## src/rtl/alu8bit_sequencer_pkg.sv

```systemverilog
// Shared definitions for the ALU instruction sequencer: instruction field
// positions, opcode names and the issue-control FSM states.
package alu8bit_sequencer_pkg;

  localparam int unsigned INSTR_W = 18;
  localparam int unsigned OP_HI   = 17;
  localparam int unsigned OP_LO   = 16;
  localparam int unsigned A_HI    = 15;
  localparam int unsigned A_LO    = 8;
  localparam int unsigned B_HI    = 7;
  localparam int unsigned B_LO    = 0;

  // OP_0 add, OP_1 subtract, OP_2 unsigned multiply, OP_3 and/xor
  typedef enum logic [1:0] {
    OP_0 = 2'd0,
    OP_1 = 2'd1,
    OP_2 = 2'd2,
    OP_3 = 2'd3
  } opcode_e;

  typedef enum logic [1:0] {
    IDLE  = 2'd0,
    RUN   = 2'd1,
    STALL = 2'd2,
    DRAIN = 2'd3
  } state_e;

endpackage

```

## src/rtl/alu8bit_sequencer_if.sv

```systemverilog
// Instruction-in / result-out handshake bundle of the ALU sequencer.
interface alu8bit_sequencer_if;
  import alu8bit_sequencer_pkg::*;

  logic [INSTR_W-1:0] instr;
  logic               instr_vld;
  logic               instr_rdy;
  logic               res_vld;
  logic               res_rdy;
  logic [7:0]         res_y;
  logic [7:0]         res_y1;
  logic               res_c;
  logic               res_o;
  logic [1:0]         res_op;

  // requester / consumer side
  modport master (
    output instr, instr_vld, res_rdy,
    input  instr_rdy, res_vld, res_y, res_y1, res_c, res_o, res_op
  );

  // sequencer side
  modport slave (
    input  instr, instr_vld, res_rdy,
    output instr_rdy, res_vld, res_y, res_y1, res_c, res_o, res_op
  );
endinterface

```

## src/rtl/alu8bit_sequencer_alu.sv

```systemverilog
// Combinational 8-bit ALU: add, subtract, multiply, logic.
module alu8bit (
  input  logic [7:0] A,
  input  logic [7:0] B,
  input  logic [1:0] Opcode,
  output logic [7:0] Y,
  output logic [7:0] Y1,
  output logic       C,
  output logic       O
);
  import alu8bit_sequencer_pkg::*;

  logic [8:0]  sum;
  logic [8:0]  diff;
  logic [15:0] prod;

  assign sum  = {1'b0, A} + {1'b0, B};
  assign diff = {1'b0, A} - {1'b0, B};
  assign prod = {8'h00, A} * {8'h00, B};

  // Opcode decode; C is carry/borrow/high-half-nonzero, O is signed overflow
  always_comb begin
    Y  = '0;
    Y1 = '0;
    C  = 1'b0;
    O  = 1'b0;
    case (Opcode)
      OP_0: begin
        Y = sum[7:0];
        C = sum[8];
        O = (A[7] == B[7]) && (sum[7] != A[7]);
      end
      OP_1: begin
        Y = diff[7:0];
        C = diff[8];
        O = (A[7] != B[7]) && (diff[7] != A[7]);
      end
      OP_2: begin
        Y  = prod[7:0];
        Y1 = prod[15:8];
        C  = |prod[15:8];
      end
      OP_3: begin
        Y  = A & B;
        Y1 = A ^ B;
      end
      default: ;
    endcase
  end
endmodule

```

## src/rtl/alu8bit_sequencer_fifo.sv

```systemverilog
// Instruction FIFO with a separate occupancy counter for full/empty.
module alu_instr_fifo #(
  parameter int unsigned DEPTH = 4,
  parameter int unsigned W     = 18
) (
  input  logic         clk,
  input  logic         rst_n,
  input  logic         clr,
  input  logic         push,
  input  logic         pop,
  input  logic [W-1:0] din,
  output logic [W-1:0] head,
  output logic         full,
  output logic         empty,
  output logic         one_left
);
  localparam int unsigned AW = $clog2(DEPTH);

  logic [W-1:0] mem_q [DEPTH];
  logic [AW-1:0] wr_q, rd_q;
  logic [AW:0]   cnt_q;

  assign full     = (cnt_q == (AW+1)'(DEPTH));
  assign empty    = (cnt_q == '0);
  assign one_left = (cnt_q == (AW+1)'(1));
  assign head     = mem_q[rd_q];

  // Storage array, written at the tail on push
  always_ff @(posedge clk) begin
    if (push) mem_q[wr_q] <= din;
  end

  // Pointers and occupancy; pointers wrap naturally modulo DEPTH
  always_ff @(posedge clk or negedge rst_n) begin
    if (!rst_n) begin
      wr_q  <= '0;
      rd_q  <= '0;
      cnt_q <= '0;
    end else if (clr) begin
      wr_q  <= '0;
      rd_q  <= '0;
      cnt_q <= '0;
    end else begin
      if (push) wr_q <= wr_q + AW'(1);
      if (pop)  rd_q <= rd_q + AW'(1);
      if (push && !pop)      cnt_q <= cnt_q + (AW+1)'(1);
      else if (pop && !push) cnt_q <= cnt_q - (AW+1)'(1);
    end
  end
endmodule

```

## src/rtl/alu8bit_sequencer.sv

```systemverilog
// Queues ALU instructions, issues one per cycle, registers results with
// flags on a valid/ready port and counts overflow events.
module alu8bit_sequencer
  import alu8bit_sequencer_pkg::*;
#(
  parameter int unsigned DEPTH = 4,
  parameter int unsigned CNT_W = 8
) (
  input  logic                 clk,
  input  logic                 rst_n,
  alu8bit_sequencer_if.slave   bus,
  input  logic                 flush,
  input  logic                 stat_clr,
  output logic [CNT_W-1:0]     ovf_count,
  output logic                 busy
);
  logic [INSTR_W-1:0] head;
  logic               full, empty, one_left;
  logic               push, issue;
  logic [7:0]         alu_y, alu_y1;
  logic               alu_c, alu_o;
  logic               res_vld_q;
  logic [7:0]         res_y_q, res_y1_q;
  logic               res_c_q, res_o_q;
  logic [1:0]         res_op_q;
  logic [CNT_W-1:0]   ovf_q;
  state_e             state_q;
  logic               nxt_empty, nxt_vld, stalled;

  assign push  = bus.instr_vld && !full && !flush;
  assign issue = !empty && (!res_vld_q || bus.res_rdy) && !flush;

  alu_instr_fifo #(.DEPTH(DEPTH), .W(INSTR_W)) u_fifo (
    .clk      (clk),
    .rst_n    (rst_n),
    .clr      (flush),
    .push     (push),
    .pop      (issue),
    .din      (bus.instr),
    .head     (head),
    .full     (full),
    .empty    (empty),
    .one_left (one_left)
  );

  alu8bit u_alu (
    .A      (head[A_HI:A_LO]),
    .B      (head[B_HI:B_LO]),
    .Opcode (head[OP_HI:OP_LO]),
    .Y      (alu_y),
    .Y1     (alu_y1),
    .C      (alu_c),
    .O      (alu_o)
  );

  // Result valid: set on issue, cleared on drain or flush
  always_ff @(posedge clk or negedge rst_n) begin
    if (!rst_n)            res_vld_q <= 1'b0;
    else if (flush)        res_vld_q <= 1'b0;
    else if (issue)        res_vld_q <= 1'b1;
    else if (bus.res_rdy)  res_vld_q <= 1'b0;
  end

  // Result payload changes only on issue
  always_ff @(posedge clk or negedge rst_n) begin
    if (!rst_n) begin
      res_y_q  <= '0;
      res_y1_q <= '0;
      res_c_q  <= 1'b0;
      res_o_q  <= 1'b0;
      res_op_q <= '0;
    end else if (issue) begin
      res_y_q  <= alu_y;
      res_y1_q <= alu_y1;
      res_c_q  <= alu_c;
      res_o_q  <= alu_o;
      res_op_q <= head[OP_HI:OP_LO];
    end
  end

  // Saturating overflow counter; clear wins over increment
  always_ff @(posedge clk or negedge rst_n) begin
    if (!rst_n)                             ovf_q <= '0;
    else if (stat_clr)                      ovf_q <= '0;
    else if (issue && alu_o && ovf_q != '1) ovf_q <= ovf_q + CNT_W'(1);
  end

  // State is derived from next-cycle occupancy and result status, so IDLE
  // exactly tracks "FIFO empty and no result pending" and busy can be registered.
  assign nxt_empty = flush || (empty && !push) || (one_left && issue && !push);
  assign nxt_vld   = !flush && (issue || (res_vld_q && !bus.res_rdy));
  assign stalled   = res_vld_q && !bus.res_rdy && !empty;

  // Issue-control FSM
  always_ff @(posedge clk or negedge rst_n) begin
    if (!rst_n)                      state_q <= IDLE;
    else if (nxt_empty && !nxt_vld)  state_q <= IDLE;
    else if (nxt_empty)              state_q <= DRAIN;
    else if (stalled)                state_q <= STALL;
    else                             state_q <= RUN;
  end

  assign bus.instr_rdy = !full;
  assign bus.res_vld   = res_vld_q;
  assign bus.res_y     = res_y_q;
  assign bus.res_y1    = res_y1_q;
  assign bus.res_c     = res_c_q;
  assign bus.res_o     = res_o_q;
  assign bus.res_op    = res_op_q;
  assign ovf_count     = ovf_q;
  assign busy          = (state_q != IDLE);
endmodule

```

## src/flat_wrapper.sv

```systemverilog
// flat-port wrapper written by rule: the top's interface ports become plain ports
module alu8bit_sequencer_flat import alu8bit_sequencer_pkg::*;
#(
  parameter int unsigned DEPTH = 4,
  parameter int unsigned CNT_W = 8
)
  (clk, rst_n, flush, stat_clr, ovf_count, busy, bus_instr, bus_instr_vld, bus_res_rdy, bus_instr_rdy, bus_res_vld, bus_res_y, bus_res_y1, bus_res_c, bus_res_o, bus_res_op);
  alu8bit_sequencer_if bus_i ();
  input  logic clk;
  input  logic rst_n;
  input  logic flush;
  input  logic stat_clr;
  output logic [CNT_W-1:0] ovf_count;
  output logic busy;
  input wire logic [$bits(bus_i.instr)-1:0] bus_instr;
  input wire logic [$bits(bus_i.instr_vld)-1:0] bus_instr_vld;
  input wire logic [$bits(bus_i.res_rdy)-1:0] bus_res_rdy;
  output wire logic [$bits(bus_i.instr_rdy)-1:0] bus_instr_rdy;
  output wire logic [$bits(bus_i.res_vld)-1:0] bus_res_vld;
  output wire logic [$bits(bus_i.res_y)-1:0] bus_res_y;
  output wire logic [$bits(bus_i.res_y1)-1:0] bus_res_y1;
  output wire logic [$bits(bus_i.res_c)-1:0] bus_res_c;
  output wire logic [$bits(bus_i.res_o)-1:0] bus_res_o;
  output wire logic [$bits(bus_i.res_op)-1:0] bus_res_op;
  assign bus_i.instr = bus_instr;
  assign bus_i.instr_vld = bus_instr_vld;
  assign bus_i.res_rdy = bus_res_rdy;
  assign bus_instr_rdy = bus_i.instr_rdy;
  assign bus_res_vld = bus_i.res_vld;
  assign bus_res_y = bus_i.res_y;
  assign bus_res_y1 = bus_i.res_y1;
  assign bus_res_c = bus_i.res_c;
  assign bus_res_o = bus_i.res_o;
  assign bus_res_op = bus_i.res_op;
  alu8bit_sequencer #(.DEPTH(DEPTH), .CNT_W(CNT_W)) u_core (.clk(clk), .rst_n(rst_n), .bus(bus_i), .flush(flush), .stat_clr(stat_clr), .ovf_count(ovf_count), .busy(busy));
endmodule
```

## config.mk

```make
export PLATFORM = sky130hd
export DESIGN_NAME = alu8bit_sequencer_flat
export DESIGN_NICKNAME = d
export VERILOG_FILES = /design/src/rtl/alu8bit_sequencer_pkg.sv /design/src/rtl/alu8bit_sequencer_if.sv /design/src/rtl/alu8bit_sequencer_alu.sv /design/src/rtl/alu8bit_sequencer_fifo.sv /design/src/rtl/alu8bit_sequencer.sv /design/src/flat_wrapper.sv
export SDC_FILE = /design/constraint.sdc
export NUM_CORES = 1
export LEC_CHECK = 0
export ABC_CLOCK_PERIOD_IN_PS = 6260
export CORE_MARGIN = 2
export CORE_UTILIZATION = 60
export DETAILED_ROUTE_END_ITERATION = 7
export HOLD_SLACK_MARGIN = 0.02
export PLACE_DENSITY = 0.92
export SLEW_MARGIN = 5
export SYNTH_ARGS = -nofsm -noshare
export SYNTH_HDL_FRONTEND = slang
export SYNTH_SLANG_ARGS = --single-unit
```

## constraint.sdc

```tcl
create_clock -name clk -period 6.26 [get_ports clk]
set_clock_uncertainty 0.05 [all_clocks]
set_input_delay 0.939 -clock clk [delete_from_list [all_inputs] [get_ports clk]]
set_output_delay 0.939 -clock clk [all_outputs]
set_load 0.005 [all_outputs]
```

==> run_results.csv <==
group,metric,value,unit
synthesis,syn_area,7490,um2
worst_setup_path,cp_top_family,"adder cells",
detailed_routing,route.vias.total,5280,
die,core,12100,um2
timing,finalSetupViolations,0,
worst_setup_path,cp-start-kind,"flip-flop",
clock_network,clockBufferDepth,2,
synthesis,ys_seq_elements,110,
cells_and_area,drive_gt1_share,6.28,%
global_route,grt_pass1_wl,27900,um
die,rows,40,
placed_design,gp_congestion,0.918,
global_route,grt_usage,27.6,%
die,die_area,13400,um2
die,die_y,116,um
synthesis,synth_area_leaders,"edfxtp_1 29%, dfrtp_1 13%, ha_1 10%, fa_1 10%, mux4_2 5.1%",
run,drv_cap,0,
cells_and_area,layout_commonest_cell,"edfxtp_1",
synthesis,synthMuxAreaShare,7.20,%
synthesis,avgSynthCellArea,11.3,um2
clock_network,htree_levels,3,
synthesis,yosys_warnings,0,
placed_design,dp_hpwl,12900,um
worst_setup_path,cpMostUsedCell,"fa_1",
detailed_routing,post-route-drc-count,0,
status,status,"finished clean",
die,die_x,116,um
cells_and_area,area_growth,13.1,%
cells_and_area,diodes,0,
global_route,grt_pass1_vias,5493,
timing,hold_violations,0,
worst_setup_path,path_cells,"buf_12 -> mux4_2 -> ha_1 -> fa_1 -> fa_1 -> fa_1 -> inv_1 -> fa_1 -> inv_1 -> ha_1 -> a21oi_1 -> o21ai_1 -> a21o_1 -> a211o_1 -> a21bo_1 -> nor4b_1 -> a31oi_1",
detailed_routing,drtPass1Iterations,7,
worst_setup_path,arrival,6.08,ns
cells_and_area,most-common-layout-cells,"72 x edfxtp_1, 70 x inv_1, 61 x ha_1",
cells_and_area,num-nets-final,834,
clock_network,numCtsBuffers,9,
synthesis,synth-simple-area-share,12.4,%
global_route,antenna_found_initial,0,
worst_setup_path,worstSetupPathType,"flip-flop to flip-flop",
timing,tns,0,ns
detailed_routing,route.detailed.wl_per_inst,19.5,um
synthesis,async_reset_ff_share,34.5,%
timing,worst_pin_slew,1.05,ns
synthesis,ys_seq_area_share,41.6,%
timing,slew_viol_final,0,
clock_network,clockRootBuffer,"clkbuf_16",
clock_network,cts.sink_count,110,
synthesis,synth_cells,664,
clock_network,hold_buffers,0,
synthesis,synth_top_area_cell,"edfxtp_1",
clock_network,post_cts_buffers,0,
synthesis,synth_xor_area_share,2.91,%
timing,clock.fmax,169,MHz
timing,fin_crit,5.90,ns
synthesis,ys_types,59,
synthesis,synth_fa_ha_area_share,20.4,%
synthesis,synth_compound_area_share,10.6,%
synthesis,synth_top_family_by_area,"adder cells",
clock_network,insertion_delay,0.36,ns
die,pin_count,55,
worst_setup_path,critPathRequiredTime,6.44,ns
detailed_routing,drt_iter0_drc,395,
worst_setup_path,slowest_delay,0.62,ns
clock_network,cts_resized,0,
detailed_routing,wl,17300,um
timing,relSlewSlack,28.5,%
timing,rsz0062_at_grt,"false",
clock_network,cts_tree,"built",
synthesis,synthFlopType,"edfxtp_1",
placed_design,io_buffers,54,
die,start_util,61.8,%
global_route,grt-ovfl-total,0,
worst_setup_path,cp_num_buf_inv,3,
synthesis,synth_edf_count,72,
worst_hold_path,hp-class,"flip-flop to flip-flop",
detailed_routing,antenna_left,0,
worst_setup_path,slowest_stage,"mux4_2",
worst_setup_path,crit_fanout,21,
synthesis,syn_nets,787,
timing,fin_crit_sh,94.3,%
clock_network,clkSlewWorstSetupHoldPaths,0.08,ns
global_route,grt_max_degree,39,
worst_setup_path,end_kind,"flip-flop",
detailed_routing,via_per_inst,5.97,
synthesis,synth.top_cell.area_share,28.9,%
[per-stage QoR]
| stage | area, um2 | cells | setup WS (ns) | hold slack (ns) | utilization (%) |
|---|---|---|---|---|---|
| after global routing | 8470 | 884 | 0.125 | 0.459 | 69.9 |
| after CTS | 8470 | 884 | 0.423 | 0.439 | 69.9 |
| after detailed placement | 8170 | 868 | 0.459 | 0.421 | 67.5 |
| after floorplan | 7490 | 664 | 0.504 | 0.420 | - |
| after global placement | 8170 | 868 | 0.668 | 0.408 | 67.5 |
| final | 8470 | 884 | 0.359 | 0.431 | 69.9 |
[worst register-to-register path, delay by kind of cell (launching register included)]
family                   cells  cell delay, ns
AO/OA/AOI/OAI                6            1.29
adder cells (fa/ha/maj)      6            2.81
buffers and inverters        3            0.32
flip-flops                   1            0.38
multiplexers                 1            0.63
AND/OR/NAND/NOR              1            0.29
[cells in the mapped netlist (3+ instances only)]
library cell / number
edfxtp_1: 72
inv_1: 70
ha_1: 61
nand2_1: 52
nor2_1: 47
and2_1: 43
dfrtp_1: 38
fa_1: 38
a21oi_1: 24
o21ai_0: 22
mux4_2: 17
xnor2_1: 15
clkbuf_1: 14
nand3_1: 12
mux2i_1: 10
nor2b_1: 9
a211oi_1: 8
nor3_1: 8
xor2_1: 8
o211ai_1: 7
o21a_1: 7
a22o_1: 6
a31oi_1: 6
a21o_1: 5
buf_2: 4
mux2_1: 4
o21ai_1: 4
a211o_1: 3
a22oi_1: 3
nand2b_1: 3
nor4_1: 3
o311ai_1: 3
[per-layer routing]
metal | up-vias | part of all wire (%) | GRT usage (%)
met3 | 36 | 5.4 | 5.07
li1 | 2428 | - | -
met5 | - | 0 | 0
met4 | 0 | 3.1 | 11.3
met1 | 2603 | 42 | 35.6
met2 | 213 | 50 | 46.6
[sequential cells by signal, indices dropped and copies added (netlist names), 3 cells and up]
signal and cells:
u_core.u_fifo.mem_q 72, u_core.bus.res_y 8, u_core.u_fifo.cnt_q 3, u_core.bus.res_y1 8, u_core.ovf_count 8
[path summary, 6_finish.rpt]
check | from | end | slack, ns | depth (start not counted)
hold reg to reg | u_core.bus.res_y[4] | u_core.bus.res_y[4] | 0.43 | 2
hold / removal | u_core.bus.res_y[4] | u_core.bus.res_y[4] | 0.43 | 2
setup reg to reg | u_core.u_fifo.rd_q[0] | u_core.bus.res_c | 0.36 | 17
setup / recovery | u_core.u_fifo.rd_q[0] | u_core.bus.res_c | 0.36 | 17
min in group asynchronous | rst_n | u_core.bus.res_op[1] | 0.65 | 1
max in group asynchronous | rst_n | u_core.u_fifo.cnt_q[0] | 4.96 | 1
[logic make-up (layout without fill, tap and decap cells)]
| kind of cell | Yosys count | in the layout |
|---|---|---|
| DFF | 110 | 110 |
| xor gates and xnor gates | 24 | 24 |
| AOI/OAI and AO/OA | 118 | 118 |
| muxes | 32 | 32 |
| buffers and inverters | 92 | 144 |
| adders and majority gates | 99 | 99 |
| and+or+nand+nor | 189 | 189 |
[area by class of cell]
type | count | area [um2]
multi-input cells | 462 | 4010
fillers | 893 | 3640
flip-flops and latches | 110 | 3110
clock inverters | 7 | 68.8
clock buffers | 9 | 225
well taps | 168 | 210
inverters | 70 | 263
repair buffers | 58 | 578
Power is not shown: default switching activity piles up to over one toggle a cycle in this logic, so the estimate is an artifact.
